<file path="src/rtl/sram_axi_pkg.sv">
// sram_axi_pkg
//   Shared types and constants for the AXI-to-SRAM slave.
//   - state_t       : transaction FSM states
//   - RESP_*        : AXI response codes
//   - BURST_INCR    : the only burst type the slave models
//   - strb_to_bweb  : byte strobes -> active-low per-bit SRAM write enable
package sram_axi_pkg;

  typedef enum logic [2:0] {
    IDLE    = 3'd0,
    RD_ACC  = 3'd1,
    RD_DATA = 3'd2,
    WR_DATA = 3'd3,
    WR_RESP = 3'd4
  } state_t;

  localparam logic [1:0] RESP_OKAY   = 2'b00;
  localparam logic [1:0] RESP_SLVERR = 2'b10;
  localparam logic [1:0] BURST_INCR  = 2'b01;

  // A set strobe bit enables (drives low) all eight bit-enables of its byte.
  function automatic logic [31:0] strb_to_bweb(input logic [3:0] strb);
    logic [31:0] bweb;
    bweb = {32{1'b1}};
    for (int k = 0; k < 4; k++) begin
      bweb[8*k +: 8] = {8{~strb[k]}};
    end
    return bweb;
  endfunction

endpackage

</file>
<file path="src/rtl/sram_axi_addr_gen.sv">
// sram_axi_addr_gen
//   Word-index / beat-counter generator shared by the read and write paths.
//   Ports:
//     ACLK, ARESETn   clock, synchronous active-low reset
//     load            capture load_idx/load_len, clear beat counter
//     load_idx        starting SRAM word index
//     load_len        burst length minus one (AxLEN)
//     step            advance index (wraps modulo 2^MEM_AW) and beat counter
//     idx             current SRAM word index
//     beat            current beat number
//     last            current beat is the final one of the burst
module sram_axi_addr_gen #(
  parameter int MEM_AW = 14
) (
  input  logic              ACLK,
  input  logic              ARESETn,
  input  logic              load,
  input  logic [MEM_AW-1:0] load_idx,
  input  logic [3:0]        load_len,
  input  logic              step,
  output logic [MEM_AW-1:0] idx,
  output logic [3:0]        beat,
  output logic              last
);

  logic [MEM_AW-1:0] idx_r;
  logic [3:0]        beat_r;
  logic [3:0]        len_r;

  // Index, beat and length registers; load has priority over step.
  always_ff @(posedge ACLK) begin
    if (!ARESETn) begin
      idx_r  <= {MEM_AW{1'b0}};
      beat_r <= 4'd0;
      len_r  <= 4'd0;
    end else if (load) begin
      idx_r  <= load_idx;
      beat_r <= 4'd0;
      len_r  <= load_len;
    end else if (step) begin
      idx_r  <= idx_r + MEM_AW'(1);
      beat_r <= beat_r + 4'd1;
    end else begin
      idx_r  <= idx_r;
      beat_r <= beat_r;
      len_r  <= len_r;
    end
  end

  assign idx  = idx_r;
  assign beat = beat_r;
  assign last = (beat_r == len_r);

endmodule

</file>
<file path="src/rtl/sram_axi_slave.sv">
// sram_axi_slave
//   AXI slave in front of a single-port 32-bit SRAM, one transaction at a time.
//   Configuration macro: SRAM_AXI_BURST_EN -- when defined AxLEN 0..15 is
//   honoured; when undefined every transaction is a single beat.
//   Ports:
//     ACLK, ARESETn            clock, synchronous active-low reset
//     S_AW*, S_W*, S_B*        AXI write address / data / response channels
//     S_AR*, S_R*              AXI read address / data channels
//     SRAM_CEB/WEB/BWEB        active-low chip, write and per-bit write enables
//     SRAM_A, SRAM_DI          word address and write data
//     SRAM_DO                  read data, valid the cycle after a read access
module sram_axi_slave
  import sram_axi_pkg::*;
#(
  parameter int ID_W   = 8,
  parameter int MEM_AW = 14
) (
  input  logic              ACLK,
  input  logic              ARESETn,
  input  logic [ID_W-1:0]   S_AWID,
  input  logic [31:0]       S_AWADDR,
  input  logic [3:0]        S_AWLEN,
  input  logic [2:0]        S_AWSIZE,
  input  logic [1:0]        S_AWBURST,
  input  logic              S_AWVALID,
  output logic              S_AWREADY,
  input  logic [31:0]       S_WDATA,
  input  logic [3:0]        S_WSTRB,
  input  logic              S_WLAST,
  input  logic              S_WVALID,
  output logic              S_WREADY,
  output logic [ID_W-1:0]   S_BID,
  output logic [1:0]        S_BRESP,
  output logic              S_BVALID,
  input  logic              S_BREADY,
  input  logic [ID_W-1:0]   S_ARID,
  input  logic [31:0]       S_ARADDR,
  input  logic [3:0]        S_ARLEN,
  input  logic [2:0]        S_ARSIZE,
  input  logic [1:0]        S_ARBURST,
  input  logic              S_ARVALID,
  output logic              S_ARREADY,
  output logic [ID_W-1:0]   S_RID,
  output logic [31:0]       S_RDATA,
  output logic [1:0]        S_RRESP,
  output logic              S_RLAST,
  output logic              S_RVALID,
  input  logic              S_RREADY,
  output logic              SRAM_CEB,
  output logic              SRAM_WEB,
  output logic [31:0]       SRAM_BWEB,
  output logic [MEM_AW-1:0] SRAM_A,
  output logic [31:0]       SRAM_DI,
  input  logic [31:0]       SRAM_DO
);

  state_t            state_r, state_nxt_s;
  logic [ID_W-1:0]   id_r;
  logic              last_grant_wr_r;   // 1: write was served last
  logic [MEM_AW-1:0] a_last_r;          // address of the most recent access
  logic              wlast_early_r;     // WLAST seen before the final beat
  logic [1:0]        bresp_r;

  logic              ar_grant_s, aw_grant_s;
  logic              ar_rdy_s, aw_rdy_s, w_rdy_s;
  logic              rvalid_s, bvalid_s;
  logic              acc_s, we_s;
  logic              ag_load_s, ag_step_s, ag_last_s;
  logic [MEM_AW-1:0] ag_idx_s, ag_load_idx_s;
  logic [3:0]        ag_beat_s, ag_load_len_s;
  logic [3:0]        ar_len_s, aw_len_s;
  logic              unused_s;

  // Size, burst type and out-of-range address bits carry no information here.
  assign unused_s = ^{S_AWSIZE, S_ARSIZE, (S_AWBURST == BURST_INCR),
                      (S_ARBURST == BURST_INCR), S_AWADDR, S_ARADDR,
                      S_AWLEN, S_ARLEN, ag_beat_s};

`ifdef SRAM_AXI_BURST_EN
  assign ar_len_s = S_ARLEN;
  assign aw_len_s = S_AWLEN;
`else
  assign ar_len_s = 4'd0;
  assign aw_len_s = 4'd0;
`endif

  // Arbitration on a tie favours the channel that was not served last.
  always_comb begin
    ar_grant_s = 1'b0;
    aw_grant_s = 1'b0;
    if (S_ARVALID && S_AWVALID) begin
      if (last_grant_wr_r) begin
        ar_grant_s = 1'b1;
      end else begin
        aw_grant_s = 1'b1;
      end
    end else if (S_ARVALID) begin
      ar_grant_s = 1'b1;
    end else if (S_AWVALID) begin
      aw_grant_s = 1'b1;
    end else begin
      ar_grant_s = 1'b0;
      aw_grant_s = 1'b0;
    end
  end

  // Next-state and per-state control decode.
  always_comb begin
    state_nxt_s = state_r;
    ar_rdy_s    = 1'b0;
    aw_rdy_s    = 1'b0;
    w_rdy_s     = 1'b0;
    rvalid_s    = 1'b0;
    bvalid_s    = 1'b0;
    acc_s       = 1'b0;
    we_s        = 1'b0;
    ag_load_s   = 1'b0;
    ag_step_s   = 1'b0;
    case (state_r)
      IDLE: begin
        if (ar_grant_s) begin
          ar_rdy_s    = 1'b1;
          ag_load_s   = 1'b1;
          state_nxt_s = RD_ACC;
        end else if (aw_grant_s) begin
          aw_rdy_s    = 1'b1;
          ag_load_s   = 1'b1;
          state_nxt_s = WR_DATA;
        end else begin
          state_nxt_s = IDLE;
        end
      end
      RD_ACC: begin
        acc_s       = 1'b1;
        state_nxt_s = RD_DATA;
      end
      RD_DATA: begin
        // SRAM stays idle here; SRAM_DO holds the data across a stall.
        rvalid_s = 1'b1;
        if (S_RREADY) begin
          if (ag_last_s) begin
            state_nxt_s = IDLE;
          end else begin
            ag_step_s   = 1'b1;
            state_nxt_s = RD_ACC;
          end
        end else begin
          state_nxt_s = RD_DATA;
        end
      end
      WR_DATA: begin
        w_rdy_s = 1'b1;
        if (S_WVALID) begin
          acc_s     = 1'b1;
          we_s      = 1'b1;
          ag_step_s = 1'b1;
          if (ag_last_s) begin
            state_nxt_s = WR_RESP;
          end else begin
            state_nxt_s = WR_DATA;
          end
        end else begin
          state_nxt_s = WR_DATA;
        end
      end
      WR_RESP: begin
        bvalid_s = 1'b1;
        if (S_BREADY) begin
          state_nxt_s = IDLE;
        end else begin
          state_nxt_s = WR_RESP;
        end
      end
      default: begin
        state_nxt_s = IDLE;
      end
    endcase
  end

  assign ag_load_idx_s = ar_rdy_s ? S_ARADDR[MEM_AW+1:2] : S_AWADDR[MEM_AW+1:2];
  assign ag_load_len_s = ar_rdy_s ? ar_len_s : aw_len_s;

  sram_axi_addr_gen #(.MEM_AW(MEM_AW)) u_addr_gen (
    .ACLK     (ACLK),
    .ARESETn  (ARESETn),
    .load     (ag_load_s),
    .load_idx (ag_load_idx_s),
    .load_len (ag_load_len_s),
    .step     (ag_step_s),
    .idx      (ag_idx_s),
    .beat     (ag_beat_s),
    .last     (ag_last_s)
  );

  // FSM state, transaction ID, arbitration history and write-response tracking.
  always_ff @(posedge ACLK) begin
    if (!ARESETn) begin
      state_r         <= IDLE;
      id_r            <= {ID_W{1'b0}};
      last_grant_wr_r <= 1'b1;
      a_last_r        <= {MEM_AW{1'b0}};
      wlast_early_r   <= 1'b0;
      bresp_r         <= RESP_OKAY;
    end else begin
      state_r <= state_nxt_s;
      if (ar_rdy_s) begin
        id_r            <= S_ARID;
        last_grant_wr_r <= 1'b0;
      end else if (aw_rdy_s) begin
        id_r            <= S_AWID;
        last_grant_wr_r <= 1'b1;
        wlast_early_r   <= 1'b0;
      end
      if (acc_s) begin
        a_last_r <= ag_idx_s;
      end
      // OKAY only when WLAST marks exactly the final beat and no earlier one.
      if (we_s) begin
        if (ag_last_s) begin
          bresp_r <= (S_WLAST && !wlast_early_r) ? RESP_OKAY : RESP_SLVERR;
        end else if (S_WLAST) begin
          wlast_early_r <= 1'b1;
        end
      end
    end
  end

  // Handshake readies and SRAM strobes are forced inactive while reset is held.
  assign S_ARREADY = ar_rdy_s & ARESETn;
  assign S_AWREADY = aw_rdy_s & ARESETn;
  assign S_WREADY  = w_rdy_s  & ARESETn;

  assign S_RVALID  = rvalid_s;
  assign S_RID     = id_r;
  assign S_RDATA   = SRAM_DO;
  assign S_RRESP   = RESP_OKAY;
  assign S_RLAST   = rvalid_s & ag_last_s;

  assign S_BVALID  = bvalid_s;
  assign S_BID     = id_r;
  assign S_BRESP   = bvalid_s ? bresp_r : RESP_OKAY;

  assign SRAM_CEB  = ~(acc_s & ARESETn);
  assign SRAM_WEB  = ~(acc_s & we_s & ARESETn);
  assign SRAM_BWEB = (acc_s & we_s & ARESETn) ? strb_to_bweb(S_WSTRB) : {32{1'b1}};
  assign SRAM_A    = acc_s ? ag_idx_s : a_last_r;
  assign SRAM_DI   = S_WDATA;

endmodule

</file>
<file path="config.mk">
export PLATFORM = sky130hd
export DESIGN_NAME = sram_axi_slave
export DESIGN_NICKNAME = d
export VERILOG_FILES = /design/src/rtl/sram_axi_pkg.sv /design/src/rtl/sram_axi_addr_gen.sv /design/src/rtl/sram_axi_slave.sv
export SDC_FILE = /design/constraint.sdc
export NUM_CORES = 1
export LEC_CHECK = 0
export CAP_MARGIN = 20
export CORE_AREA = 10 10 127 129
export CTS_BUF_LIST = sky130_fd_sc_hd__clkbuf_2
export CTS_CLUSTER_SIZE = 12
export DETAILED_ROUTE_END_ITERATION = 8
export DIE_AREA = 0 0 137 139
export PLACE_DENSITY = 0.75
export SETUP_SLACK_MARGIN = 0.1
export SLEW_MARGIN = 0
export SYNTH_ARGS = -nofsm -noshare
export SYNTH_HDL_FRONTEND = slang
export SYNTH_SLANG_ARGS = --single-unit
</file>
<file path="constraint.sdc">
create_clock -name ACLK -period 2.7 [get_ports ACLK]
set_input_delay 0.675 -clock ACLK [delete_from_list [all_inputs] [get_ports ACLK]]
set_output_delay 0.675 -clock ACLK [all_outputs]
set_load 0.01 [all_outputs]
</file>
==> impl_metrics.tcl <==
set metrics [dict create \
    clkLatencyLatePin_ns 0.44 \
    first_pass_iters 4 \
    synth_common_cells "buf_4 (105), dfxtp_1 (46), nand2_1 (37)" \
    synth_compound_area_frac 0.167 \
    drv_cap 0 \
    run_status "finished, final reports clean" \
    avgRoutedWirePerCell_microns 16.9 \
    r2r-end "u_addr_gen.idx[9]" \
    grt.overflow.total 0 \
    post-place-ws_ns -0.452 \
    yosysMostFrequentCell "buf_4" \
    routabilityCongestion 0.774 \
    finalSetupViolCount 0 \
    min_period_ns 2.58 \
    dr_total_vias 2952 \
    finalHoldViolations 0 \
    fin_util 0.309 \
    whs_ns 0.517 \
    synth_top_cell_area_share 0.274 \
    clock.fmax_mhz 388 \
    power_density_mw_per_mm2 500 \
    die_width_microns 137 \
    crit_path_end_kind "primary output" \
    drive_gt1_frac 0.244 \
    worst-endpoint-required_ns 2.03 \
    ant_nets 0 \
    rsz0062_at_grt "yes" \
    synth_top_family_by_area "buffers and inverters" \
    diodes 0 \
    syn-cell-area_sq_mm 0.00336 \
    dpl.hpwl_mm 8.47 \
    io_pins 312 \
    finalSetupTns_ns 0 \
    ys.flop_type "dfxtp_1" \
    grt_pass1_wl_mm 16.1 \
    r2r_setup_slack_ns 0.49 \
    synth_enable_flop_cells 0 \
    path_clk_slew_ns 0.26 \
    final_nets 626 \
    drv_slew 0 \
    timing.rr.start "u_addr_gen.beat[0]" \
    post_drt_via_cell_ratio 4.69 \
    cts_tree "yes" \
    synthTopCellsByArea "dfxtp_1 (27%), buf_4 (23%), mux2_2 (4.7%)" \
    hold_class "reg2reg" \
    drc_errors 0 \
    synth.distinct_cells 52 \
    drtIter0Drc 114 \
    post-route-period-util 0.955 \
    cts_made_buffers 5 \
    clockBufferDepth 2 \
    placed_area_sq_mm 0.00418 \
    yosys.area_share.simple 0.205 \
    synthAdderAreaFrac 0.0112 \
    whs_endpoint "u_addr_gen.beat[1]" \
    cts-root-buf "clkbuf_2" \
    grtUsageTotal 0.105 \
    fp.dieArea_sq_mm 0.0190 \
    yosysSeqAreaShare 0.274 \
    hp-start "u_addr_gen.beat[1]" \
    async_reset_ff_frac 0 \
    final_area_sq_mm 0.00422 \
    die_y_microns 139 \
    finalClockSkew_ns 0.0202 \
    hold_depth 2 \
    setup_ws_ns 0.121 \
    start_util 0.246 \
    portBuffers 126 \
    synthMuxAreaShare 0.0559 \
    antenna_found_initial 0 \
    grt_pass1_vias 2923 \
    synth_xor_area_frac 0.00522 \
    syn_inst 407 \
    grt_max_degree 26 \
    critPathKind "reg2out" \
    cp.arrival_ns 1.90 \
    htreeDepth 2 \
    ir_drop_mv 0.190 \
    fillers 1458 \
    p_leak_nw 1.70 \
    yosys_warnings 0 \
    synth_top_cell_by_area "dfxtp_1" \
    critPathMaxFanout 13 \
    start_kind "flop" \
    synth-seq-cells 46 \
    wl_mm 10.6 \
    r2r_cells 6 \
    crit_start "state_r[0]" \
    synthToLayoutAreaGrowth_pct 25.7 \
    clock-sinks 46 \
    num_rows 43 \
    core_sq_mm 0.0137 \
    synth_area_per_cell_sq_um 8.25 \
]
## logic make-up after synthesis
family / after synthesis
muxes: 17
xor gates and xnor gates: 2
AOI/OAI and AO/OA: 73
DFF: 46
buffers and inverters: 136
adders and majority gates: 3
and+or+nand+nor: 129
other: 1
## layer usage
layer,track usage,share of wire
met2,0.178,0.49
met4,0.0322,0.024
met3,0.0442,0.10
met5,0,0
met1,0.115,0.39
## stage by stage
stage,power [mW],cells
finish,2.11,630
global route,2.23,630
CTS,2.12,625
detailed placement,1.64,616
global placement,1.62,616
floorplan,1.37,409
## power by group
part           leakage, nW  total, mW  switching [mW]  internal (mW)
clock               0.0506      0.485           0.239          0.246
sequential           0.379      0.847          0.0878          0.759
combinational         1.27      0.777           0.364          0.414
## state kept, by name, indices dropped and copies added (netlist names)
signal,cells
u_addr_gen.beat,4
wlast_early_r,1
u_addr_gen.idx,14
bresp_r,1
state_r,3
a_last_r,14
S_BID,8
last_grant_wr_r,1
## area by class of cell
class                      instances  area (sq um)  share of cell area
clock buffer                       5          25.0             0.00593
clock inverter                     3          63.8              0.0151
inverter                           9          35.0             0.00830
multi-input combinational        227          1560               0.369
sequential                        46           932               0.221
tap                              180           225              0.0534
timing repair buffer             160          1380               0.328
## timing repair
item,CTS,global route
hold buffers,0,0
setup endpoints to repair,55,34
pin swaps,1,2
cloned,1,0
endpoints found under the hold margin,0,0
buffers inserted,0,5
gates resized for setup,128,42
## how the worst max path moves through the flow
stage | to | slack (ns) | depth (start not counted)
floorplan | SRAM_A[10] | 0.29 | 4
global placement | SRAM_A[13] | -0.47 | 6
detailed placement | SRAM_A[0] | -0.45 | 6
CTS | S_RLAST | 0.05 | 3
global route | S_RLAST | 0.04 | 3
finish | S_RLAST | 0.12 | 3
## placed cells by master, fill, tap and decap left out, types with 3 or more instances in the layout
master	instances
a211oi_1	15
a21oi_1	6
a311oi_1	14
and2_1	17
and3_1	9
and4_1	3
buf_2	14
buf_4	29
clkbuf_2	27
clkdlybuf4s15_1	11
clkdlybuf4s50_1	73
conb_1	3
dfxtp_1	43
dfxtp_4	3
dlygate4sd2_1	6
ha_1	3
inv_1	8
mux2_2	14
mux2i_1	3
nand2_1	33
nand3_1	9
nand4_1	4
nor2_1	18
nor2b_1	4
nor3_1	6
nor4_1	6
o21ai_0	10
o31a_1	9
or3_1	3
## critical path, stage by stage, from the launching register on
cell and delay (ns):
dfxtp_4 0.46, nor3b_4 0.25, and3_1 0.21, clkdlybuf4s50_1 0.55
Note: power is estimated with default switching activity, not from simulation.
